File: src/rtl/muladd_issue_ctrl.sv
// Issue sequencer feeding one vector_muladd from activation/weight/bias RAMs and collecting results.
// Build option: define MUL_ISSUE_BUBBLE_EN to insert one idle beat after every end-of-product beat.
module muladd_issue_ctrl #(
    parameter int CPF      = 4,
    parameter int DIN_DW   = 16,
    parameter int WW       = 16,
    parameter int BIAS_DW  = 16,
    parameter int DOUT_DW  = 8,
    parameter int IN_BEATS = 16,
    parameter int OUT_NUM  = 10,
    parameter int DIN_AW   = 4,
    parameter int W_AW     = 8,
    parameter int B_AW     = 4,
    parameter int PIPE_LAT = 6
) (
    input  logic                  clk_i,
    input  logic                  rst_i,
    input  logic                  start_i,
    output logic                  busy_o,
    output logic                  done_o,
    output logic                  din_rd_en_o,
    output logic [DIN_AW-1:0]     din_rd_addr_o,
    input  logic [DIN_DW*CPF-1:0] din_rd_data_i,
    output logic                  w_rd_en_o,
    output logic [W_AW-1:0]       w_rd_addr_o,
    input  logic [WW*CPF-1:0]     w_rd_data_i,
    output logic                  b_rd_en_o,
    output logic [B_AW-1:0]       b_rd_addr_o,
    input  logic [BIAS_DW-1:0]    b_rd_data_i,
    output logic                  op_din_en_o,
    output logic                  op_din_eop_o,
    output logic [DIN_DW*CPF-1:0] op_din_o,
    output logic [WW*CPF-1:0]     op_weight_o,
    output logic [BIAS_DW-1:0]    op_bias_o,
    input  logic [DOUT_DW-1:0]    op_dout_i,
    output logic                  res_valid_o,
    output logic [B_AW-1:0]       res_addr_o,
    output logic [DOUT_DW-1:0]    res_data_o,
    output logic [1:0]            dbg_state_o
);

    typedef enum logic [1:0] {
        S_IDLE  = 2'd0,
        S_ISSUE = 2'd1,
        S_DRAIN = 2'd2,
        S_DONE  = 2'd3
    } state_t;

    localparam logic [DIN_AW-1:0] LAST_BEAT   = DIN_AW'(IN_BEATS - 1);
    localparam logic [B_AW-1:0]   LAST_NEURON = B_AW'(OUT_NUM - 1);
    localparam bit                SINGLE_BEAT = (IN_BEATS == 1);
`ifdef MUL_ISSUE_BUBBLE_EN
    localparam bit                BUBBLE_EN   = 1'b1;
`else
    localparam bit                BUBBLE_EN   = 1'b0;
`endif

    state_t                state_q;
    logic                  busy_q;
    logic                  done_q;
    logic                  din_rd_en_q;
    logic                  w_rd_en_q;
    logic                  b_rd_en_q;
    logic                  bubble_q;
    logic [DIN_AW-1:0]     beat_q;
    logic [B_AW-1:0]       neuron_q;
    logic [W_AW-1:0]       w_addr_q;
    logic                  op_din_en_q;
    logic                  op_din_eop_q;
    logic [PIPE_LAT-1:0]   eop_dly_q;
    logic [B_AW-1:0]       res_cnt_q;
    logic                  res_hit;

    // The muladd stream has no backpressure: op_din_en_o alone qualifies a beat,
    // and op_dout_i is taken exactly PIPE_LAT cycles after each op_din_eop_o.
    assign res_hit = eop_dly_q[PIPE_LAT-1];

    // Counters hold the (neuron, beat) being read this cycle; rd_en is low only in a bubble.
    always_ff @(posedge clk_i or posedge rst_i) begin
        if (rst_i) begin
            state_q     <= S_IDLE;
            busy_q      <= 1'b0;
            done_q      <= 1'b0;
            din_rd_en_q <= 1'b0;
            w_rd_en_q   <= 1'b0;
            b_rd_en_q   <= 1'b0;
            bubble_q    <= 1'b0;
            beat_q      <= '0;
            neuron_q    <= '0;
            w_addr_q    <= '0;
        end else begin
            case (state_q)
                S_IDLE: begin
                    if (start_i) begin
                        state_q     <= S_ISSUE;
                        busy_q      <= 1'b1;
                        din_rd_en_q <= 1'b1;
                        w_rd_en_q   <= 1'b1;
                        b_rd_en_q   <= SINGLE_BEAT;
                        bubble_q    <= 1'b0;
                        beat_q      <= '0;
                        neuron_q    <= '0;
                        w_addr_q    <= '0;
                    end
                end
                S_ISSUE: begin
                    if (bubble_q) begin
                        bubble_q    <= 1'b0;
                        din_rd_en_q <= 1'b1;
                        w_rd_en_q   <= 1'b1;
                        b_rd_en_q   <= SINGLE_BEAT;
                    end else if (beat_q == LAST_BEAT) begin
                        if (neuron_q == LAST_NEURON) begin
                            state_q     <= S_DRAIN;
                            din_rd_en_q <= 1'b0;
                            w_rd_en_q   <= 1'b0;
                            b_rd_en_q   <= 1'b0;
                        end else begin
                            beat_q      <= '0;
                            neuron_q    <= neuron_q + B_AW'(1);
                            w_addr_q    <= w_addr_q + W_AW'(1);
                            din_rd_en_q <= !BUBBLE_EN;
                            w_rd_en_q   <= !BUBBLE_EN;
                            b_rd_en_q   <= SINGLE_BEAT && !BUBBLE_EN;
                            bubble_q    <= BUBBLE_EN;
                        end
                    end else begin
                        beat_q    <= beat_q + DIN_AW'(1);
                        w_addr_q  <= w_addr_q + W_AW'(1);
                        b_rd_en_q <= (beat_q + DIN_AW'(1) == LAST_BEAT);
                    end
                end
                S_DRAIN: begin
                    if (res_hit && (res_cnt_q == LAST_NEURON)) begin
                        state_q <= S_DONE;
                        done_q  <= 1'b1;
                    end
                end
                S_DONE: begin
                    state_q  <= S_IDLE;
                    done_q   <= 1'b0;
                    busy_q   <= 1'b0;
                    beat_q   <= '0;
                    neuron_q <= '0;
                    w_addr_q <= '0;
                end
                default: state_q <= S_IDLE;
            endcase
        end
    end

    // Stream flags trail the read strobes by one cycle so they line up with RAM data.
    always_ff @(posedge clk_i or posedge rst_i) begin
        if (rst_i) begin
            op_din_en_q  <= 1'b0;
            op_din_eop_q <= 1'b0;
            eop_dly_q    <= '0;
            res_cnt_q    <= '0;
        end else begin
            op_din_en_q  <= din_rd_en_q;
            op_din_eop_q <= din_rd_en_q && (beat_q == LAST_BEAT);
            eop_dly_q[0] <= op_din_eop_q;
            for (int i = 1; i < PIPE_LAT; i++) begin
                eop_dly_q[i] <= eop_dly_q[i-1];
            end
            if ((state_q == S_IDLE) && start_i) begin
                res_cnt_q <= '0;
            end else if (res_hit) begin
                res_cnt_q <= res_cnt_q + B_AW'(1);
            end
        end
    end

    assign busy_o        = busy_q;
    assign done_o        = done_q;
    assign din_rd_en_o   = din_rd_en_q;
    assign din_rd_addr_o = beat_q;
    assign w_rd_en_o     = w_rd_en_q;
    assign w_rd_addr_o   = w_addr_q;
    assign b_rd_en_o     = b_rd_en_q;
    assign b_rd_addr_o   = neuron_q;
    assign op_din_en_o   = op_din_en_q;
    assign op_din_eop_o  = op_din_eop_q;
    assign op_din_o      = din_rd_data_i;
    assign op_weight_o   = w_rd_data_i;
    assign op_bias_o     = b_rd_data_i;
    assign res_valid_o   = res_hit;
    assign res_addr_o    = res_cnt_q;
    assign res_data_o    = res_hit ? op_dout_i : '0;
    assign dbg_state_o   = state_q;

endmodule
File: config.mk
export PLATFORM = sky130hd
export DESIGN_NAME = muladd_issue_ctrl
export DESIGN_NICKNAME = d
export VERILOG_FILES = /design/src/rtl/muladd_issue_ctrl.sv
export SDC_FILE = /design/constraint.sdc
export NUM_CORES = 1
export LEC_CHECK = 0
export CORE_AREA = 4 4 129 131
export CTS_CLUSTER_DIAMETER = 50
export DETAILED_ROUTE_END_ITERATION = 16
export DIE_AREA = 0 0 133 135
export HOLD_SLACK_MARGIN = 0.05
export MAX_ROUTING_LAYER = met4
export PLACE_DENSITY = 0.66
export SYNTH_ARGS = -nofsm -noshare
export SYNTH_HDL_FRONTEND = slang
export SYNTH_SLANG_ARGS = --single-unit
File: constraint.sdc
create_clock -name clk_i -period 2.1 [get_ports clk_i]
set_clock_uncertainty 0.05 [all_clocks]
set_input_delay 0.42 -clock clk_i [delete_from_list [all_inputs] [get_ports clk_i]]
set_output_delay 0.42 -clock clk_i [all_outputs]
set_load 0.1 [all_outputs]
==> results of run 1 <==
[flip-flops by register name, summed over array words and instances, names as in the netlist, 2 cells and up]
signal	cells
res_addr_o	4
b_rd_addr_o	4
w_rd_addr_o	8
eop_dly_q	6
dbg_state_o	2
din_rd_addr_o	4
[cell families (layout without fill, tap and decap cells)]
logic type	after synthesis	in the layout	synth area share (%)
simple gates	61	61	12.4
mux	7	7	2.48
compound gates	46	46	11.3
buf+inv	162	74	39.2
fa+ha+maj	12	12	5.04
flops	34	34	28.6
xor+xnor	3	3	0.883
[final timing paths]
path                                       startpoint                           end  slack (ps)
hold / removal                 eop_dly_q[1]$_DFF_PP0_        eop_dly_q[2]$_DFF_PP0_         300
hold reg to reg                eop_dly_q[1]$_DFF_PP0_        eop_dly_q[2]$_DFF_PP0_         300
max in group asynchronous                       rst_i    dbg_state_o[0]$_DFFE_PP0P_        1150
setup / recovery           dbg_state_o[0]$_DFFE_PP0P_  din_rd_addr_o[1]$_DFFE_PP0P_         170
min in group asynchronous                       rst_i         op_din_en_o$_DFF_PP0_         510
setup reg to reg           dbg_state_o[0]$_DFFE_PP0P_  din_rd_addr_o[1]$_DFFE_PP0P_         170
[critical path, stage by stage (launching register included)]
cell,delay (ps)
dfrtp_4,490
inv_1,130
ha_1,200
or2b_4,320
nand2_1,210
buf_4,180
o31ai_1,60
a22o_1,180
[layer usage]
metal	routed length (µm)	up-vias	global-route usage (%)
met1	2480	825	7.77
met5	0	-	-
met2	2900	137	11.1
li1	-	767	-
met3	1180	56	6.15
met4	453	0	5.95
[layout make-up]
type / instances / area (µm²) / area share [%]
flip-flops and latches: 34 / 863 / 28.2
clock buffers: 8 / 166 / 5.44
well taps: 216 / 270 / 8.83
multi-input cells: 129 / 968 / 31.6
repair buffers: 55 / 751 / 24.5
inverters: 11 / 41.3 / 1.35
[power by group through the flow]
stage / Sequential [mW] / Combinational [mW] / Clock (mW)
after floorplan: 0.667 / 1.31 / 0
after global placement: 0.667 / 0.0359 / 0
after detailed placement: 0.667 / 0.0366 / 0
after CTS: 0.656 / 0.0369 / 0.811
after global routing: 0.655 / 0.0407 / 0.840
final: 0.656 / 0.0359 / 0.789
[per-stage QoR]
stage | hold WS, ps | utilization [%] | worst slack, ps | area [µm²]
5_1_grt | 314 | 19.6 | 49.2 | 3060
6_report | 296 | 19.6 | 167 | 3060
4_1_cts | 298 | 19.6 | 162 | 3060
3_3_place_gp | 289 | 18.6 | 102 | 2890
2_1_floorplan | 281 | - | 15.2 | 3000
3_5_place_dp | 286 | 18.6 | 101 | 2890
[cells in the mapped netlist (3+ instances only)]
master	instances	area share, %
buf_4	146	37
dfrtp_1	34	29
nand2_1	16	2.0
a21oi_1	12	2.0
ha_1	12	5.0
inv_1	10	1.3
and2_1	9	1.9
o21ai_0	7	1.2
nand3_1	6	1.0
nor2_1	6	0.76
mux2i_1	4	1.3
nor3_1	4	0.67
a21o_1	3	0.76
buf_2	3	0.50
mux2_2	3	1.1
nand4_1	3	0.63
o211ai_1	3	0.76
[layout by cell type (no fill, tap or decap), types with 8 or more instances in the layout]
master | netlist | routed
dfrtp_1 | 34 | 26
buf_12 | 0 | 25
buf_4 | 146 | 20
nand2_1 | 16 | 16
a21oi_1 | 12 | 12
ha_1 | 12 | 12
inv_1 | 10 | 10
clkdlybuf4s50_1 | 0 | 10
and2_2 | 0 | 8
==> results.md, run 1 <==
- Post-CTS Resized: 0
- Post-synthesis cell type count: 53
- Pleak: roughly 1.3 nW
- First-pass GRT wire length: 10800 µm
- Clock network power share: a little over half
- Total gr overflow: 0
- Slew HR: a little over two thirds
- Final Wtd Congestion: between 0.8 and 0.9
- First-pass DRT Iterations: 4
- PwrDens: 484 nW/µm²
- Drt wl/cell: around 15 µm
- YS warnings: 0
- CTS tree: yes
- Final slew viol count: 0
- Critical Path RT: 2210 ps
- Post-Syn Instances: between 300 and 400
- Hold Buf Count CTS: 0
- Die area: about 18000 µm²
- Final Hold Viols: 0
- Period utilisation layout: 92.1%
- Switching part of the total: between 15 and 20%
- GRT Total Usage: 8.11%
- Arr. time, crit path: 2050 ps
- Sw Pwr: roughly 270 µW
- Final net count: about 400
- Core area: roughly 16000 µm²
- Setup_tns: 0 ps
- Netlist Area Pre-Place: around 3000 µm²
- VDD IR-drop max: approximately 0.00037 V
- P&R area growth vs syn: 2.82%
- Clock buffer depth: 2
- CTS root buffer: clkbuf_16
- Tmin final: between 1500 and 2000 ps
- Int Power: between 1 and 1.5 mW
- Setup Fix Bufs, Post-CTS: 0
- Diode count: 0
- Cts bufs inserted: 5
- Routed WL: ~7000 µm
- Seq/Total Area, Yosys: between 20% and 30%
- Crit Path Max Fanout: 6
- Number of synthesized flops with an enable pin: 0
- Avg Inst Size Synth: slightly above 9 µm²
- CTS H-tree lvls: 2
- Die Span Y: roughly 140 µm
- Status: finished, final reports clean
- Routed vias: roughly 1800
- RSZ-0062 raised after global routing: no
- Worst Tran Pin Value: about 440 ps
- Drt drc: 0
- Die width: 133 µm
- Post-DP HPWL: around 5500 µm
- Initial Utilization: between 10% and 20%
- First DRT Iteration DRCs: 91
- Initial antenna violation count: 0
- Hold crit path type: register to register
- # rows: 46
- Final std cells w/o fill: between 400 and 500
- FFs w/ async S/R, synth: 100%
- Net count after synthesis: 492
- Final setup vio count: 0
- Clock transition at path regs: around 50 ps
- FF+latch count, synth: 34
- Startpoint types: register
- Power share of the combinational group: 2.4%
- Share of layout cells above drive strength 1: between 30% and 40%
- Element type at the critical path end: register
- I/O Pins: roughly 340
- Power share of the sequential group: about 44%
- Avg Vias per Cell: ~3.9
- Later-pin clock latency in the skew report: 280 ps
- Reg2reg path depth: 7
- FILL cells: between 1500 and 2000
- Clk sinks: 34
- Primary FF master, synth: dfrtp_1
- Vias in the first global route: 1889
- Number of port buffers: 48
- Fmax: about 520 MHz
- WHS Path Cells: 0
- Largest net degree at the start of global routing: 35
- Dpl cells: roughly 450
- Final antenna-violating net count: 0
- Total power: about 1.5 mW
- Kind of critical path: register to register
- Max-cap violation count: 0
Note: power is estimated with default switching activity, not from simulation.
==> inputs of run 2 (changes only) <==
- ABC_AREA: unset -> 0
==> results of run 2 <==
The final DEF is identical to that of run 1; final timing and power are the same.
